[config.mk]
export PLATFORM = sky130hd
export DESIGN_NAME = axi4_lite_addr_decoder_flat
export DESIGN_NICKNAME = d
export VERILOG_FILES = /design/src/rtl/axi4_lite_addr_decoder_if.sv /design/src/rtl/axi4_lite_addr_decoder.sv /design/src/flat_wrapper.sv
export SDC_FILE = /design/constraint.sdc
export NUM_CORES = 1
export LEC_CHECK = 0
export CORE_AREA = 5 5 241 243
export DETAILED_ROUTE_END_ITERATION = 6
export DIE_AREA = 0 0 246 248
export PLACE_DENSITY = 0.49
export SYNTH_ARGS = -nofsm -noshare
export SYNTH_HDL_FRONTEND = slang
export SYNTH_SLANG_ARGS = --single-unit
[constraint.sdc]
create_clock -name aclk -period 1.89 [get_ports aclk]
set_clock_uncertainty 0.05 [all_clocks]
set_input_delay 0.378 -clock aclk [delete_from_list [all_inputs] [get_ports aclk]]
set_output_delay 0.378 -clock aclk [all_outputs]
set_load 0.01 [all_outputs]
[src/rtl/axi4_lite_addr_decoder_if.sv]
// AXI4-Lite channel bundle (with rlast) used by the upstream master and each downstream port.
interface axi4_if #(
  parameter int unsigned A = 32,
  parameter int unsigned N = 4,
  parameter int unsigned I = 1
);
  logic           awvalid, awready;
  logic [A-1:0]   awaddr;
  logic [I-1:0]   awid;
  logic [2:0]     awprot;
  logic           wvalid, wready;
  logic [8*N-1:0] wdata;
  logic [N-1:0]   wstrb;
  logic           bvalid, bready;
  logic [1:0]     bresp;
  logic [I-1:0]   bid;
  logic           arvalid, arready;
  logic [A-1:0]   araddr;
  logic [I-1:0]   arid;
  logic [2:0]     arprot;
  logic           rvalid, rready;
  logic [8*N-1:0] rdata;
  logic [1:0]     rresp;
  logic [I-1:0]   rid;
  logic           rlast;

  modport slave (
    input  awvalid, awaddr, awid, awprot, wvalid, wdata, wstrb, bready,
           arvalid, araddr, arid, arprot, rready,
    output awready, wready, bvalid, bresp, bid, arready, rvalid, rdata, rresp, rid, rlast
  );
  modport master (
    output awvalid, awaddr, awid, awprot, wvalid, wdata, wstrb, bready,
           arvalid, araddr, arid, arprot, rready,
    input  awready, wready, bvalid, bresp, bid, arready, rvalid, rdata, rresp, rid, rlast
  );
endinterface

[src/rtl/axi4_lite_addr_decoder.sv]
// Single-outstanding AXI4-Lite address decoder: routes each write/read to region 0, region 1
// or the default slave, with independent write and read FSMs.
module axi4_lite_addr_decoder #(
  parameter int unsigned A     = 32,
  parameter int unsigned N     = 4,
  parameter int unsigned I     = 1,
  parameter logic [A-1:0] BASE0 = A'(32'h0000_0000),
  parameter logic [A-1:0] MASK0 = A'(32'hFFFF_F000),
  parameter logic [A-1:0] BASE1 = A'(32'h0000_1000),
  parameter logic [A-1:0] MASK1 = A'(32'hFFFF_F000)
) (
  input  logic   aclk,
  input  logic   aresetn,
  axi4_if.slave  axi4_m,
  axi4_if.master axi4_s0,
  axi4_if.master axi4_s1,
  axi4_if.master axi4_def
);
  localparam int unsigned DW = 8 * N;

  typedef enum logic [1:0] {W_IDLE, W_FWD, W_RESP} w_state_e;
  typedef enum logic [1:0] {R_IDLE, R_FWD, R_RESP} r_state_e;
  typedef enum logic [1:0] {TGT_DEF, TGT_S0, TGT_S1} tgt_e;

  w_state_e       w_state_q, w_state_d;
  r_state_e       r_state_q, r_state_d;
  tgt_e           wtgt_q, wtgt_d, rtgt_q, rtgt_d;
  logic [A-1:0]   awaddr_q, awaddr_d, araddr_q, araddr_d;
  logic [I-1:0]   awid_q, awid_d, arid_q, arid_d;
  logic [2:0]     awprot_q, awprot_d, arprot_q, arprot_d;
  logic [DW-1:0]  wdata_q, wdata_d;
  logic [N-1:0]   wstrb_q, wstrb_d;
  logic           aw_done_q, aw_done_d, w_done_q, w_done_d;

  logic           t_awready, t_wready, t_bvalid, t_arready, t_rvalid;
  logic [1:0]     t_bresp, t_rresp;
  logic [I-1:0]   t_bid, t_rid;
  logic [DW-1:0]  t_rdata;

  logic           m_awready_c, m_arready_c, m_bvalid_c, m_rvalid_c;
  logic [2:0]     wsel, rsel, s_awvalid_c, s_wvalid_c, s_bready_c, s_arvalid_c, s_rready_c;

  // Region 0 wins over region 1; anything else goes to the default slave.
  function automatic tgt_e decode(input logic [A-1:0] addr);
    if ((addr & MASK0) == BASE0) return TGT_S0;
    if ((addr & MASK1) == BASE1) return TGT_S1;
    return TGT_DEF;
  endfunction

  always_ff @(posedge aclk or negedge aresetn) begin
    if (!aresetn) begin
      w_state_q <= W_IDLE;
      r_state_q <= R_IDLE;
      wtgt_q    <= TGT_DEF;
      rtgt_q    <= TGT_DEF;
      awaddr_q  <= '0;
      araddr_q  <= '0;
      awid_q    <= '0;
      arid_q    <= '0;
      awprot_q  <= '0;
      arprot_q  <= '0;
      wdata_q   <= '0;
      wstrb_q   <= '0;
      aw_done_q <= 1'b0;
      w_done_q  <= 1'b0;
    end else begin
      w_state_q <= w_state_d;
      r_state_q <= r_state_d;
      wtgt_q    <= wtgt_d;
      rtgt_q    <= rtgt_d;
      awaddr_q  <= awaddr_d;
      araddr_q  <= araddr_d;
      awid_q    <= awid_d;
      arid_q    <= arid_d;
      awprot_q  <= awprot_d;
      arprot_q  <= arprot_d;
      wdata_q   <= wdata_d;
      wstrb_q   <= wstrb_d;
      aw_done_q <= aw_done_d;
      w_done_q  <= w_done_d;
    end
  end

  // Only the latched target's responses are visible; the other ports are ignored.
  always_comb begin
    t_awready = axi4_def.awready; t_wready = axi4_def.wready;
    t_bvalid  = axi4_def.bvalid;  t_bresp  = axi4_def.bresp;  t_bid = axi4_def.bid;
    t_arready = axi4_def.arready; t_rvalid = axi4_def.rvalid;
    t_rdata   = axi4_def.rdata;   t_rresp  = axi4_def.rresp;  t_rid = axi4_def.rid;
    case (wtgt_q)
      TGT_S0: begin
        t_awready = axi4_s0.awready; t_wready = axi4_s0.wready;
        t_bvalid  = axi4_s0.bvalid;  t_bresp  = axi4_s0.bresp; t_bid = axi4_s0.bid;
      end
      TGT_S1: begin
        t_awready = axi4_s1.awready; t_wready = axi4_s1.wready;
        t_bvalid  = axi4_s1.bvalid;  t_bresp  = axi4_s1.bresp; t_bid = axi4_s1.bid;
      end
      default: ;
    endcase
    case (rtgt_q)
      TGT_S0: begin
        t_arready = axi4_s0.arready; t_rvalid = axi4_s0.rvalid;
        t_rdata   = axi4_s0.rdata;   t_rresp  = axi4_s0.rresp; t_rid = axi4_s0.rid;
      end
      TGT_S1: begin
        t_arready = axi4_s1.arready; t_rvalid = axi4_s1.rvalid;
        t_rdata   = axi4_s1.rdata;   t_rresp  = axi4_s1.rresp; t_rid = axi4_s1.rid;
      end
      default: ;
    endcase
  end

  // Write next-state: AW and W are accepted together, then forwarded with separate done flags.
  always_comb begin
    w_state_d = w_state_q;
    wtgt_d    = wtgt_q;
    awaddr_d  = awaddr_q;
    awid_d    = awid_q;
    awprot_d  = awprot_q;
    wdata_d   = wdata_q;
    wstrb_d   = wstrb_q;
    aw_done_d = aw_done_q;
    w_done_d  = w_done_q;
    case (w_state_q)
      W_IDLE: if (axi4_m.awvalid && axi4_m.wvalid) begin
        awaddr_d  = axi4_m.awaddr;
        awid_d    = axi4_m.awid;
        awprot_d  = axi4_m.awprot;
        wdata_d   = axi4_m.wdata;
        wstrb_d   = axi4_m.wstrb;
        wtgt_d    = decode(axi4_m.awaddr);
        aw_done_d = 1'b0;
        w_done_d  = 1'b0;
        w_state_d = W_FWD;
      end
      W_FWD: begin
        aw_done_d = aw_done_q | t_awready;
        w_done_d  = w_done_q | t_wready;
        if (aw_done_d && w_done_d) w_state_d = W_RESP;
      end
      W_RESP: if (t_bvalid && axi4_m.bready) w_state_d = W_IDLE;
      default: w_state_d = W_IDLE;
    endcase
  end

  always_comb begin
    r_state_d = r_state_q;
    rtgt_d    = rtgt_q;
    araddr_d  = araddr_q;
    arid_d    = arid_q;
    arprot_d  = arprot_q;
    case (r_state_q)
      R_IDLE: if (axi4_m.arvalid) begin
        araddr_d  = axi4_m.araddr;
        arid_d    = axi4_m.arid;
        arprot_d  = axi4_m.arprot;
        rtgt_d    = decode(axi4_m.araddr);
        r_state_d = R_FWD;
      end
      R_FWD:  if (t_arready) r_state_d = R_RESP;
      R_RESP: if (t_rvalid && axi4_m.rready) r_state_d = R_IDLE;
      default: r_state_d = R_IDLE;
    endcase
  end

  // Output decode; one-hot select vectors are ordered {s1, s0, def}.
  always_comb begin
    wsel        = {wtgt_q == TGT_S1, wtgt_q == TGT_S0, wtgt_q == TGT_DEF};
    rsel        = {rtgt_q == TGT_S1, rtgt_q == TGT_S0, rtgt_q == TGT_DEF};
    m_awready_c = aresetn && (w_state_q == W_IDLE) && axi4_m.awvalid && axi4_m.wvalid;
    m_arready_c = aresetn && (r_state_q == R_IDLE) && axi4_m.arvalid;
    m_bvalid_c  = (w_state_q == W_RESP) && t_bvalid;
    m_rvalid_c  = (r_state_q == R_RESP) && t_rvalid;
    s_awvalid_c = {3{(w_state_q == W_FWD) && !aw_done_q}} & wsel;
    s_wvalid_c  = {3{(w_state_q == W_FWD) && !w_done_q}} & wsel;
    s_bready_c  = {3{(w_state_q == W_RESP) && axi4_m.bready}} & wsel;
    s_arvalid_c = {3{r_state_q == R_FWD}} & rsel;
    s_rready_c  = {3{(r_state_q == R_RESP) && axi4_m.rready}} & rsel;
  end

  assign axi4_m.awready = m_awready_c;
  assign axi4_m.wready  = m_awready_c;
  assign axi4_m.bvalid  = m_bvalid_c;
  assign axi4_m.bresp   = t_bresp;
  assign axi4_m.bid     = t_bid;
  assign axi4_m.arready = m_arready_c;
  assign axi4_m.rvalid  = m_rvalid_c;
  assign axi4_m.rdata   = t_rdata;
  assign axi4_m.rresp   = t_rresp;
  assign axi4_m.rid     = t_rid;
  assign axi4_m.rlast   = 1'b1;

  assign axi4_def.awvalid = s_awvalid_c[0];
  assign axi4_def.wvalid  = s_wvalid_c[0];
  assign axi4_def.bready  = s_bready_c[0];
  assign axi4_def.arvalid = s_arvalid_c[0];
  assign axi4_def.rready  = s_rready_c[0];
  assign axi4_def.awaddr  = awaddr_q;
  assign axi4_def.awid    = awid_q;
  assign axi4_def.awprot  = awprot_q;
  assign axi4_def.wdata   = wdata_q;
  assign axi4_def.wstrb   = wstrb_q;
  assign axi4_def.araddr  = araddr_q;
  assign axi4_def.arid    = arid_q;
  assign axi4_def.arprot  = arprot_q;

  assign axi4_s0.awvalid = s_awvalid_c[1];
  assign axi4_s0.wvalid  = s_wvalid_c[1];
  assign axi4_s0.bready  = s_bready_c[1];
  assign axi4_s0.arvalid = s_arvalid_c[1];
  assign axi4_s0.rready  = s_rready_c[1];
  assign axi4_s0.awaddr  = awaddr_q;
  assign axi4_s0.awid    = awid_q;
  assign axi4_s0.awprot  = awprot_q;
  assign axi4_s0.wdata   = wdata_q;
  assign axi4_s0.wstrb   = wstrb_q;
  assign axi4_s0.araddr  = araddr_q;
  assign axi4_s0.arid    = arid_q;
  assign axi4_s0.arprot  = arprot_q;

  assign axi4_s1.awvalid = s_awvalid_c[2];
  assign axi4_s1.wvalid  = s_wvalid_c[2];
  assign axi4_s1.bready  = s_bready_c[2];
  assign axi4_s1.arvalid = s_arvalid_c[2];
  assign axi4_s1.rready  = s_rready_c[2];
  assign axi4_s1.awaddr  = awaddr_q;
  assign axi4_s1.awid    = awid_q;
  assign axi4_s1.awprot  = awprot_q;
  assign axi4_s1.wdata   = wdata_q;
  assign axi4_s1.wstrb   = wstrb_q;
  assign axi4_s1.araddr  = araddr_q;
  assign axi4_s1.arid    = arid_q;
  assign axi4_s1.arprot  = arprot_q;
endmodule

[src/flat_wrapper.sv]
// flat-port wrapper written by rule: the top's interface ports become plain ports
module axi4_lite_addr_decoder_flat 
#(
  parameter int unsigned A     = 32,
  parameter int unsigned N     = 4,
  parameter int unsigned I     = 1,
  parameter logic [A-1:0] BASE0 = A'(32'h0000_0000),
  parameter logic [A-1:0] MASK0 = A'(32'hFFFF_F000),
  parameter logic [A-1:0] BASE1 = A'(32'h0000_1000),
  parameter logic [A-1:0] MASK1 = A'(32'hFFFF_F000)
)
  (aclk, aresetn, axi4_m_awvalid, axi4_m_awaddr, axi4_m_awid, axi4_m_awprot, axi4_m_wvalid, axi4_m_wdata, axi4_m_wstrb, axi4_m_bready, axi4_m_arvalid, axi4_m_araddr, axi4_m_arid, axi4_m_arprot, axi4_m_rready, axi4_m_awready, axi4_m_wready, axi4_m_bvalid, axi4_m_bresp, axi4_m_bid, axi4_m_arready, axi4_m_rvalid, axi4_m_rdata, axi4_m_rresp, axi4_m_rid, axi4_m_rlast, axi4_s0_awvalid, axi4_s0_awaddr, axi4_s0_awid, axi4_s0_awprot, axi4_s0_wvalid, axi4_s0_wdata, axi4_s0_wstrb, axi4_s0_bready, axi4_s0_arvalid, axi4_s0_araddr, axi4_s0_arid, axi4_s0_arprot, axi4_s0_rready, axi4_s0_awready, axi4_s0_wready, axi4_s0_bvalid, axi4_s0_bresp, axi4_s0_bid, axi4_s0_arready, axi4_s0_rvalid, axi4_s0_rdata, axi4_s0_rresp, axi4_s0_rid, axi4_s0_rlast, axi4_s1_awvalid, axi4_s1_awaddr, axi4_s1_awid, axi4_s1_awprot, axi4_s1_wvalid, axi4_s1_wdata, axi4_s1_wstrb, axi4_s1_bready, axi4_s1_arvalid, axi4_s1_araddr, axi4_s1_arid, axi4_s1_arprot, axi4_s1_rready, axi4_s1_awready, axi4_s1_wready, axi4_s1_bvalid, axi4_s1_bresp, axi4_s1_bid, axi4_s1_arready, axi4_s1_rvalid, axi4_s1_rdata, axi4_s1_rresp, axi4_s1_rid, axi4_s1_rlast, axi4_def_awvalid, axi4_def_awaddr, axi4_def_awid, axi4_def_awprot, axi4_def_wvalid, axi4_def_wdata, axi4_def_wstrb, axi4_def_bready, axi4_def_arvalid, axi4_def_araddr, axi4_def_arid, axi4_def_arprot, axi4_def_rready, axi4_def_awready, axi4_def_wready, axi4_def_bvalid, axi4_def_bresp, axi4_def_bid, axi4_def_arready, axi4_def_rvalid, axi4_def_rdata, axi4_def_rresp, axi4_def_rid, axi4_def_rlast);
  axi4_if #(.A(A), .N(N), .I(I)) axi4_m_i ();
  axi4_if #(.A(A), .N(N), .I(I)) axi4_s0_i ();
  axi4_if #(.A(A), .N(N), .I(I)) axi4_s1_i ();
  axi4_if #(.A(A), .N(N), .I(I)) axi4_def_i ();
  input  logic aclk;
  input  logic aresetn;
  input wire logic [$bits(axi4_m_i.awvalid)-1:0] axi4_m_awvalid;
  input wire logic [$bits(axi4_m_i.awaddr)-1:0] axi4_m_awaddr;
  input wire logic [$bits(axi4_m_i.awid)-1:0] axi4_m_awid;
  input wire logic [$bits(axi4_m_i.awprot)-1:0] axi4_m_awprot;
  input wire logic [$bits(axi4_m_i.wvalid)-1:0] axi4_m_wvalid;
  input wire logic [$bits(axi4_m_i.wdata)-1:0] axi4_m_wdata;
  input wire logic [$bits(axi4_m_i.wstrb)-1:0] axi4_m_wstrb;
  input wire logic [$bits(axi4_m_i.bready)-1:0] axi4_m_bready;
  input wire logic [$bits(axi4_m_i.arvalid)-1:0] axi4_m_arvalid;
  input wire logic [$bits(axi4_m_i.araddr)-1:0] axi4_m_araddr;
  input wire logic [$bits(axi4_m_i.arid)-1:0] axi4_m_arid;
  input wire logic [$bits(axi4_m_i.arprot)-1:0] axi4_m_arprot;
  input wire logic [$bits(axi4_m_i.rready)-1:0] axi4_m_rready;
  output wire logic [$bits(axi4_m_i.awready)-1:0] axi4_m_awready;
  output wire logic [$bits(axi4_m_i.wready)-1:0] axi4_m_wready;
  output wire logic [$bits(axi4_m_i.bvalid)-1:0] axi4_m_bvalid;
  output wire logic [$bits(axi4_m_i.bresp)-1:0] axi4_m_bresp;
  output wire logic [$bits(axi4_m_i.bid)-1:0] axi4_m_bid;
  output wire logic [$bits(axi4_m_i.arready)-1:0] axi4_m_arready;
  output wire logic [$bits(axi4_m_i.rvalid)-1:0] axi4_m_rvalid;
  output wire logic [$bits(axi4_m_i.rdata)-1:0] axi4_m_rdata;
  output wire logic [$bits(axi4_m_i.rresp)-1:0] axi4_m_rresp;
  output wire logic [$bits(axi4_m_i.rid)-1:0] axi4_m_rid;
  output wire logic [$bits(axi4_m_i.rlast)-1:0] axi4_m_rlast;
  output wire logic [$bits(axi4_s0_i.awvalid)-1:0] axi4_s0_awvalid;
  output wire logic [$bits(axi4_s0_i.awaddr)-1:0] axi4_s0_awaddr;
  output wire logic [$bits(axi4_s0_i.awid)-1:0] axi4_s0_awid;
  output wire logic [$bits(axi4_s0_i.awprot)-1:0] axi4_s0_awprot;
  output wire logic [$bits(axi4_s0_i.wvalid)-1:0] axi4_s0_wvalid;
  output wire logic [$bits(axi4_s0_i.wdata)-1:0] axi4_s0_wdata;
  output wire logic [$bits(axi4_s0_i.wstrb)-1:0] axi4_s0_wstrb;
  output wire logic [$bits(axi4_s0_i.bready)-1:0] axi4_s0_bready;
  output wire logic [$bits(axi4_s0_i.arvalid)-1:0] axi4_s0_arvalid;
  output wire logic [$bits(axi4_s0_i.araddr)-1:0] axi4_s0_araddr;
  output wire logic [$bits(axi4_s0_i.arid)-1:0] axi4_s0_arid;
  output wire logic [$bits(axi4_s0_i.arprot)-1:0] axi4_s0_arprot;
  output wire logic [$bits(axi4_s0_i.rready)-1:0] axi4_s0_rready;
  input wire logic [$bits(axi4_s0_i.awready)-1:0] axi4_s0_awready;
  input wire logic [$bits(axi4_s0_i.wready)-1:0] axi4_s0_wready;
  input wire logic [$bits(axi4_s0_i.bvalid)-1:0] axi4_s0_bvalid;
  input wire logic [$bits(axi4_s0_i.bresp)-1:0] axi4_s0_bresp;
  input wire logic [$bits(axi4_s0_i.bid)-1:0] axi4_s0_bid;
  input wire logic [$bits(axi4_s0_i.arready)-1:0] axi4_s0_arready;
  input wire logic [$bits(axi4_s0_i.rvalid)-1:0] axi4_s0_rvalid;
  input wire logic [$bits(axi4_s0_i.rdata)-1:0] axi4_s0_rdata;
  input wire logic [$bits(axi4_s0_i.rresp)-1:0] axi4_s0_rresp;
  input wire logic [$bits(axi4_s0_i.rid)-1:0] axi4_s0_rid;
  input wire logic [$bits(axi4_s0_i.rlast)-1:0] axi4_s0_rlast;
  output wire logic [$bits(axi4_s1_i.awvalid)-1:0] axi4_s1_awvalid;
  output wire logic [$bits(axi4_s1_i.awaddr)-1:0] axi4_s1_awaddr;
  output wire logic [$bits(axi4_s1_i.awid)-1:0] axi4_s1_awid;
  output wire logic [$bits(axi4_s1_i.awprot)-1:0] axi4_s1_awprot;
  output wire logic [$bits(axi4_s1_i.wvalid)-1:0] axi4_s1_wvalid;
  output wire logic [$bits(axi4_s1_i.wdata)-1:0] axi4_s1_wdata;
  output wire logic [$bits(axi4_s1_i.wstrb)-1:0] axi4_s1_wstrb;
  output wire logic [$bits(axi4_s1_i.bready)-1:0] axi4_s1_bready;
  output wire logic [$bits(axi4_s1_i.arvalid)-1:0] axi4_s1_arvalid;
  output wire logic [$bits(axi4_s1_i.araddr)-1:0] axi4_s1_araddr;
  output wire logic [$bits(axi4_s1_i.arid)-1:0] axi4_s1_arid;
  output wire logic [$bits(axi4_s1_i.arprot)-1:0] axi4_s1_arprot;
  output wire logic [$bits(axi4_s1_i.rready)-1:0] axi4_s1_rready;
  input wire logic [$bits(axi4_s1_i.awready)-1:0] axi4_s1_awready;
  input wire logic [$bits(axi4_s1_i.wready)-1:0] axi4_s1_wready;
  input wire logic [$bits(axi4_s1_i.bvalid)-1:0] axi4_s1_bvalid;
  input wire logic [$bits(axi4_s1_i.bresp)-1:0] axi4_s1_bresp;
  input wire logic [$bits(axi4_s1_i.bid)-1:0] axi4_s1_bid;
  input wire logic [$bits(axi4_s1_i.arready)-1:0] axi4_s1_arready;
  input wire logic [$bits(axi4_s1_i.rvalid)-1:0] axi4_s1_rvalid;
  input wire logic [$bits(axi4_s1_i.rdata)-1:0] axi4_s1_rdata;
  input wire logic [$bits(axi4_s1_i.rresp)-1:0] axi4_s1_rresp;
  input wire logic [$bits(axi4_s1_i.rid)-1:0] axi4_s1_rid;
  input wire logic [$bits(axi4_s1_i.rlast)-1:0] axi4_s1_rlast;
  output wire logic [$bits(axi4_def_i.awvalid)-1:0] axi4_def_awvalid;
  output wire logic [$bits(axi4_def_i.awaddr)-1:0] axi4_def_awaddr;
  output wire logic [$bits(axi4_def_i.awid)-1:0] axi4_def_awid;
  output wire logic [$bits(axi4_def_i.awprot)-1:0] axi4_def_awprot;
  output wire logic [$bits(axi4_def_i.wvalid)-1:0] axi4_def_wvalid;
  output wire logic [$bits(axi4_def_i.wdata)-1:0] axi4_def_wdata;
  output wire logic [$bits(axi4_def_i.wstrb)-1:0] axi4_def_wstrb;
  output wire logic [$bits(axi4_def_i.bready)-1:0] axi4_def_bready;
  output wire logic [$bits(axi4_def_i.arvalid)-1:0] axi4_def_arvalid;
  output wire logic [$bits(axi4_def_i.araddr)-1:0] axi4_def_araddr;
  output wire logic [$bits(axi4_def_i.arid)-1:0] axi4_def_arid;
  output wire logic [$bits(axi4_def_i.arprot)-1:0] axi4_def_arprot;
  output wire logic [$bits(axi4_def_i.rready)-1:0] axi4_def_rready;
  input wire logic [$bits(axi4_def_i.awready)-1:0] axi4_def_awready;
  input wire logic [$bits(axi4_def_i.wready)-1:0] axi4_def_wready;
  input wire logic [$bits(axi4_def_i.bvalid)-1:0] axi4_def_bvalid;
  input wire logic [$bits(axi4_def_i.bresp)-1:0] axi4_def_bresp;
  input wire logic [$bits(axi4_def_i.bid)-1:0] axi4_def_bid;
  input wire logic [$bits(axi4_def_i.arready)-1:0] axi4_def_arready;
  input wire logic [$bits(axi4_def_i.rvalid)-1:0] axi4_def_rvalid;
  input wire logic [$bits(axi4_def_i.rdata)-1:0] axi4_def_rdata;
  input wire logic [$bits(axi4_def_i.rresp)-1:0] axi4_def_rresp;
  input wire logic [$bits(axi4_def_i.rid)-1:0] axi4_def_rid;
  input wire logic [$bits(axi4_def_i.rlast)-1:0] axi4_def_rlast;
  assign axi4_m_i.awvalid = axi4_m_awvalid;
  assign axi4_m_i.awaddr = axi4_m_awaddr;
  assign axi4_m_i.awid = axi4_m_awid;
  assign axi4_m_i.awprot = axi4_m_awprot;
  assign axi4_m_i.wvalid = axi4_m_wvalid;
  assign axi4_m_i.wdata = axi4_m_wdata;
  assign axi4_m_i.wstrb = axi4_m_wstrb;
  assign axi4_m_i.bready = axi4_m_bready;
  assign axi4_m_i.arvalid = axi4_m_arvalid;
  assign axi4_m_i.araddr = axi4_m_araddr;
  assign axi4_m_i.arid = axi4_m_arid;
  assign axi4_m_i.arprot = axi4_m_arprot;
  assign axi4_m_i.rready = axi4_m_rready;
  assign axi4_m_awready = axi4_m_i.awready;
  assign axi4_m_wready = axi4_m_i.wready;
  assign axi4_m_bvalid = axi4_m_i.bvalid;
  assign axi4_m_bresp = axi4_m_i.bresp;
  assign axi4_m_bid = axi4_m_i.bid;
  assign axi4_m_arready = axi4_m_i.arready;
  assign axi4_m_rvalid = axi4_m_i.rvalid;
  assign axi4_m_rdata = axi4_m_i.rdata;
  assign axi4_m_rresp = axi4_m_i.rresp;
  assign axi4_m_rid = axi4_m_i.rid;
  assign axi4_m_rlast = axi4_m_i.rlast;
  assign axi4_s0_awvalid = axi4_s0_i.awvalid;
  assign axi4_s0_awaddr = axi4_s0_i.awaddr;
  assign axi4_s0_awid = axi4_s0_i.awid;
  assign axi4_s0_awprot = axi4_s0_i.awprot;
  assign axi4_s0_wvalid = axi4_s0_i.wvalid;
  assign axi4_s0_wdata = axi4_s0_i.wdata;
  assign axi4_s0_wstrb = axi4_s0_i.wstrb;
  assign axi4_s0_bready = axi4_s0_i.bready;
  assign axi4_s0_arvalid = axi4_s0_i.arvalid;
  assign axi4_s0_araddr = axi4_s0_i.araddr;
  assign axi4_s0_arid = axi4_s0_i.arid;
  assign axi4_s0_arprot = axi4_s0_i.arprot;
  assign axi4_s0_rready = axi4_s0_i.rready;
  assign axi4_s0_i.awready = axi4_s0_awready;
  assign axi4_s0_i.wready = axi4_s0_wready;
  assign axi4_s0_i.bvalid = axi4_s0_bvalid;
  assign axi4_s0_i.bresp = axi4_s0_bresp;
  assign axi4_s0_i.bid = axi4_s0_bid;
  assign axi4_s0_i.arready = axi4_s0_arready;
  assign axi4_s0_i.rvalid = axi4_s0_rvalid;
  assign axi4_s0_i.rdata = axi4_s0_rdata;
  assign axi4_s0_i.rresp = axi4_s0_rresp;
  assign axi4_s0_i.rid = axi4_s0_rid;
  assign axi4_s0_i.rlast = axi4_s0_rlast;
  assign axi4_s1_awvalid = axi4_s1_i.awvalid;
  assign axi4_s1_awaddr = axi4_s1_i.awaddr;
  assign axi4_s1_awid = axi4_s1_i.awid;
  assign axi4_s1_awprot = axi4_s1_i.awprot;
  assign axi4_s1_wvalid = axi4_s1_i.wvalid;
  assign axi4_s1_wdata = axi4_s1_i.wdata;
  assign axi4_s1_wstrb = axi4_s1_i.wstrb;
  assign axi4_s1_bready = axi4_s1_i.bready;
  assign axi4_s1_arvalid = axi4_s1_i.arvalid;
  assign axi4_s1_araddr = axi4_s1_i.araddr;
  assign axi4_s1_arid = axi4_s1_i.arid;
  assign axi4_s1_arprot = axi4_s1_i.arprot;
  assign axi4_s1_rready = axi4_s1_i.rready;
  assign axi4_s1_i.awready = axi4_s1_awready;
  assign axi4_s1_i.wready = axi4_s1_wready;
  assign axi4_s1_i.bvalid = axi4_s1_bvalid;
  assign axi4_s1_i.bresp = axi4_s1_bresp;
  assign axi4_s1_i.bid = axi4_s1_bid;
  assign axi4_s1_i.arready = axi4_s1_arready;
  assign axi4_s1_i.rvalid = axi4_s1_rvalid;
  assign axi4_s1_i.rdata = axi4_s1_rdata;
  assign axi4_s1_i.rresp = axi4_s1_rresp;
  assign axi4_s1_i.rid = axi4_s1_rid;
  assign axi4_s1_i.rlast = axi4_s1_rlast;
  assign axi4_def_awvalid = axi4_def_i.awvalid;
  assign axi4_def_awaddr = axi4_def_i.awaddr;
  assign axi4_def_awid = axi4_def_i.awid;
  assign axi4_def_awprot = axi4_def_i.awprot;
  assign axi4_def_wvalid = axi4_def_i.wvalid;
  assign axi4_def_wdata = axi4_def_i.wdata;
  assign axi4_def_wstrb = axi4_def_i.wstrb;
  assign axi4_def_bready = axi4_def_i.bready;
  assign axi4_def_arvalid = axi4_def_i.arvalid;
  assign axi4_def_araddr = axi4_def_i.araddr;
  assign axi4_def_arid = axi4_def_i.arid;
  assign axi4_def_arprot = axi4_def_i.arprot;
  assign axi4_def_rready = axi4_def_i.rready;
  assign axi4_def_i.awready = axi4_def_awready;
  assign axi4_def_i.wready = axi4_def_wready;
  assign axi4_def_i.bvalid = axi4_def_bvalid;
  assign axi4_def_i.bresp = axi4_def_bresp;
  assign axi4_def_i.bid = axi4_def_bid;
  assign axi4_def_i.arready = axi4_def_arready;
  assign axi4_def_i.rvalid = axi4_def_rvalid;
  assign axi4_def_i.rdata = axi4_def_rdata;
  assign axi4_def_i.rresp = axi4_def_rresp;
  assign axi4_def_i.rid = axi4_def_rid;
  assign axi4_def_i.rlast = axi4_def_rlast;
  axi4_lite_addr_decoder #(.A(A), .N(N), .I(I), .BASE0(BASE0), .MASK0(MASK0), .BASE1(BASE1), .MASK1(MASK1)) u_core (.aclk(aclk), .aresetn(aresetn), .axi4_m(axi4_m_i), .axi4_s0(axi4_s0_i), .axi4_s1(axi4_s1_i), .axi4_def(axi4_def_i));
endmodule
==> impl_metrics.env <==
export IMPL_cts_tree="built"
export IMPL_setup_viol=87
export IMPL_hold_viol=0
export IMPL_cts_buffer_depth=2
export IMPL_antenna_found_initial=12
export IMPL_synthMuxAreaShare_pct=5.59
export IMPL_grt_max_degree=45
export IMPL_io_buffers=625
export IMPL_async_flop_share_pct=100
export IMPL_cts_root_buffer="clkbuf_16"
export IMPL_pre_cts_ws_ns=-0.542
export IMPL_yosysTopAreaCellShare_pct=40.7
export IMPL_yosysTopAreaCell="dfrtp_1"
export IMPL_cts_htree_levels=4
export IMPL_fin_area_sq_mm=0.0148
export IMPL_antenna_left=0
export IMPL_num_vias=7834
export IMPL_clkSinkCount=118
export IMPL_areaGrowthSynthToFinish_pct=105
export IMPL_netlist_area_sq_mm=0.00725
export IMPL_synth_compound_area_share_pct=9.39
export IMPL_synth_xor_area_share_pct=0
export IMPL_arrival_ns=1.91
export IMPL_gr_usage_met1_pct=12.9
export IMPL_max_cap_violations=0
export IMPL_violations="setup timing"
export IMPL_coreArea_sq_mm=0.0557
export IMPL_cts_buffers=17
export IMPL_p_leak_nw=7.12
export IMPL_placed_area_sq_mm=0.0133
export IMPL_final_cell_mix="dlygate4sd2_1 (266), clkdlybuf4s50_1 (265), nand2_1 (221), dfrtp_1 (94), buf_4 (87)"
export IMPL_synth_top_family_by_area="buffers and inverters"
export IMPL_first_global_vias=8447
export IMPL_die_w_um=246
export IMPL_via_per_inst=3.69
export IMPL_finalSetupTns_ns=-18.33
export IMPL_io_pins=630
export IMPL_setup_slack_ns=-0.448
export IMPL_synth_simple_area_share_pct=17.4
export IMPL_power_density_mw_per_mm2=1310
export IMPL_rsz0062_at_grt="true"
export IMPL_maxSlewViolCount=0
export IMPL_synthAdderAreaFrac_pct=1.04
export IMPL_row_count=87
export IMPL_slew_limit_headroom_pct=65.6
export IMPL_tightest_slew_ns=0.516
export IMPL_drt_iter0_markers=211
export IMPL_syn_nets=1088
export IMPL_fin_nets=1604
export IMPL_grt_usage_pct=13.0
export IMPL_drc=0
export IMPL_grt_busiest_layer="met2"
export IMPL_die_y_um=248
export IMPL_grt_util_met2_pct=23.3
export IMPL_outcome="finished with violations"
export IMPL_dp_cells=2031
export IMPL_max_freq_ghz=0.428
export IMPL_synth_edf_count=0
export IMPL_dr_pass1_iters=4
export IMPL_fin_crit_sh_pct=124
export IMPL_hold_slack_ns=0.256
export IMPL_clkLatencyLatePin_ns=0.45
export IMPL_synthCells=835
export IMPL_ys_flop_type="dfrtp_1"
export IMPL_synthTopCellsByArea="dfrtp_1 (41%), buf_4 (23%), nand2_1 (11%)"
export IMPL_grt_pass1_wl_um=57900
export IMPL_avgSynthCellArea_sq_um=8.68
export IMPL_power_mw=19.4
export IMPL_cp_start_kind="flop"
export IMPL_ys_ff_latch=118
export IMPL_synth_seq_area_share_pct=40.7
export IMPL_wl_per_cell_um=20.1
export IMPL_peakVddDrop_mv=0.783
export IMPL_synth_cell_types=38
export IMPL_finalCriticalPeriod_ns=2.34
export IMPL_critPathKind="flop to primary output"
export IMPL_layout_drive_gt1_share_pct=29.4
export IMPL_finalNonFillerCells=2125
export IMPL_reg2reg_slack_ns=-0.08
export IMPL_utilization_pct=26.6
export IMPL_crit_fanout=8
export IMPL_worst_ep_required_time_ns=1.46
export IMPL_final_common_cell="dlygate4sd2_1"
export IMPL_hp_class="input pin to asynchronous set/reset pin"
export IMPL_yosysWarnings=0
export IMPL_gp_congestion=0.881
export IMPL_die_area_sq_mm=0.0610
export IMPL_dp_hpwl_um=33400
export IMPL_grt_util_met3_pct=4.70
export IMPL_gr_total_overflow=0
export IMPL_initial_core_util_pct=13.0
export IMPL_clk_pin_slew_ns=0.06
export IMPL_postRouteWirelength_um=42600
export IMPL_cp_end_kind="primary output"
## worst max-delay path, stage by stage (launching register included)
cell and delay (ns):
dfrtp_1 0.40, inv_2 0.12, ha_4 0.29, buf_12 0.16, clkbuf_16 0.16, a21oi_4 0.19, buf_6 0.13
## state kept, by name, summed over array words and instances, names as in the netlist
signal                  count
u_core.aw_done_q            1
u_core.axi4_def.awid        1
u_core.w_done_q             1
u_core.wtgt_q               2
u_core.axi4_def.wstrb       4
u_core.r_state_q            2
u_core.axi4_def.awprot      3
u_core.axi4_def.awaddr     32
u_core.rtgt_q               2
u_core.axi4_def.araddr     32
u_core.w_state_q            2
u_core.axi4_def.arid        1
u_core.axi4_def.wdata      32
u_core.axi4_def.arprot      3
## repair_timing
action	CTS	global route
pin swaps	28	29
endpoints found under the setup margin	365	130
hold buffers	1	0
cloned	3	6
gates resized for setup	669	107
endpoints found under the hold margin	16	0
setup buffers	40	14
## kinds of logic (layout without fill, tap and decap cells)
family,Yosys count,count (layout)
buffers and inverters,267,794
DFF,118,118
AOI/OAI and AO/OA,105,105
and+or+nand+nor,302,302
adders and majority gates,6,6
other,1,8
muxes,36,36
## cells in the mapped netlist, types with 5 or more instances
| master | n |
|---|---|
| nor3b_1 | 6 |
| nand2_1 | 221 |
| buf_4 | 221 |
| and3_1 | 6 |
| buf_1 | 10 |
| nor2_1 | 42 |
| and2_1 | 5 |
| inv_1 | 7 |
| nor4_1 | 8 |
| buf_2 | 24 |
| ha_1 | 6 |
| o21ai_0 | 5 |
| mux2_2 | 36 |
| dfrtp_1 | 118 |
| a22oi_1 | 43 |
| a21oi_1 | 42 |
## layout make-up
| class | instances | area [sq um] |
|---|---|---|
| multi-input cells | 450 | 3110 |
| clock inverters | 13 | 135 |
| flip-flops and latches | 118 | 2980 |
| diodes | 7 | 17.5 |
| repair buffers | 757 | 7200 |
| clock buffers | 17 | 425 |
| inverters | 7 | 26.3 |
| fillers | 6106 | 40900 |
| well taps | 756 | 946 |
## power breakdown
| group | leakage (nW) | switching [mW] | total [mW] | internal, mW |
|---|---|---|---|---|
| registers | 1.42 | 1.43 | 5.20 | 3.77 |
| clock network | 0.275 | 1.28 | 3.19 | 1.91 |
| logic | 5.42 | 5.20 | 11.0 | 5.82 |
## metal layers
layer / up-vias / routed length [um]
met2: 458 / 22100
met5: - / 0
met4: 0 / 2170
li1: 3561 / -
met3: 70 / 3580
met1: 3745 / 14700
## final timing paths
check                                           from                         end  depth (start not counted)
max in group asynchronous                    aresetn   u_core.axi4_def.wdata[11]                          4
max                                 u_core.rtgt_q[1]             axi4_m_rresp[0]                          6
max reg2reg                      u_core.r_state_q[1]  u_core.axi4_def.araddr[13]                          7
min in group aclk                   axi4_m_wdata[31]   u_core.axi4_def.wdata[31]                          3
min                                          aresetn  u_core.axi4_def.awaddr[26]                          2
min reg2reg                u_core.axi4_def.wdata[15]   u_core.axi4_def.wdata[15]                          2
Note: power is estimated with default switching activity, not from simulation.
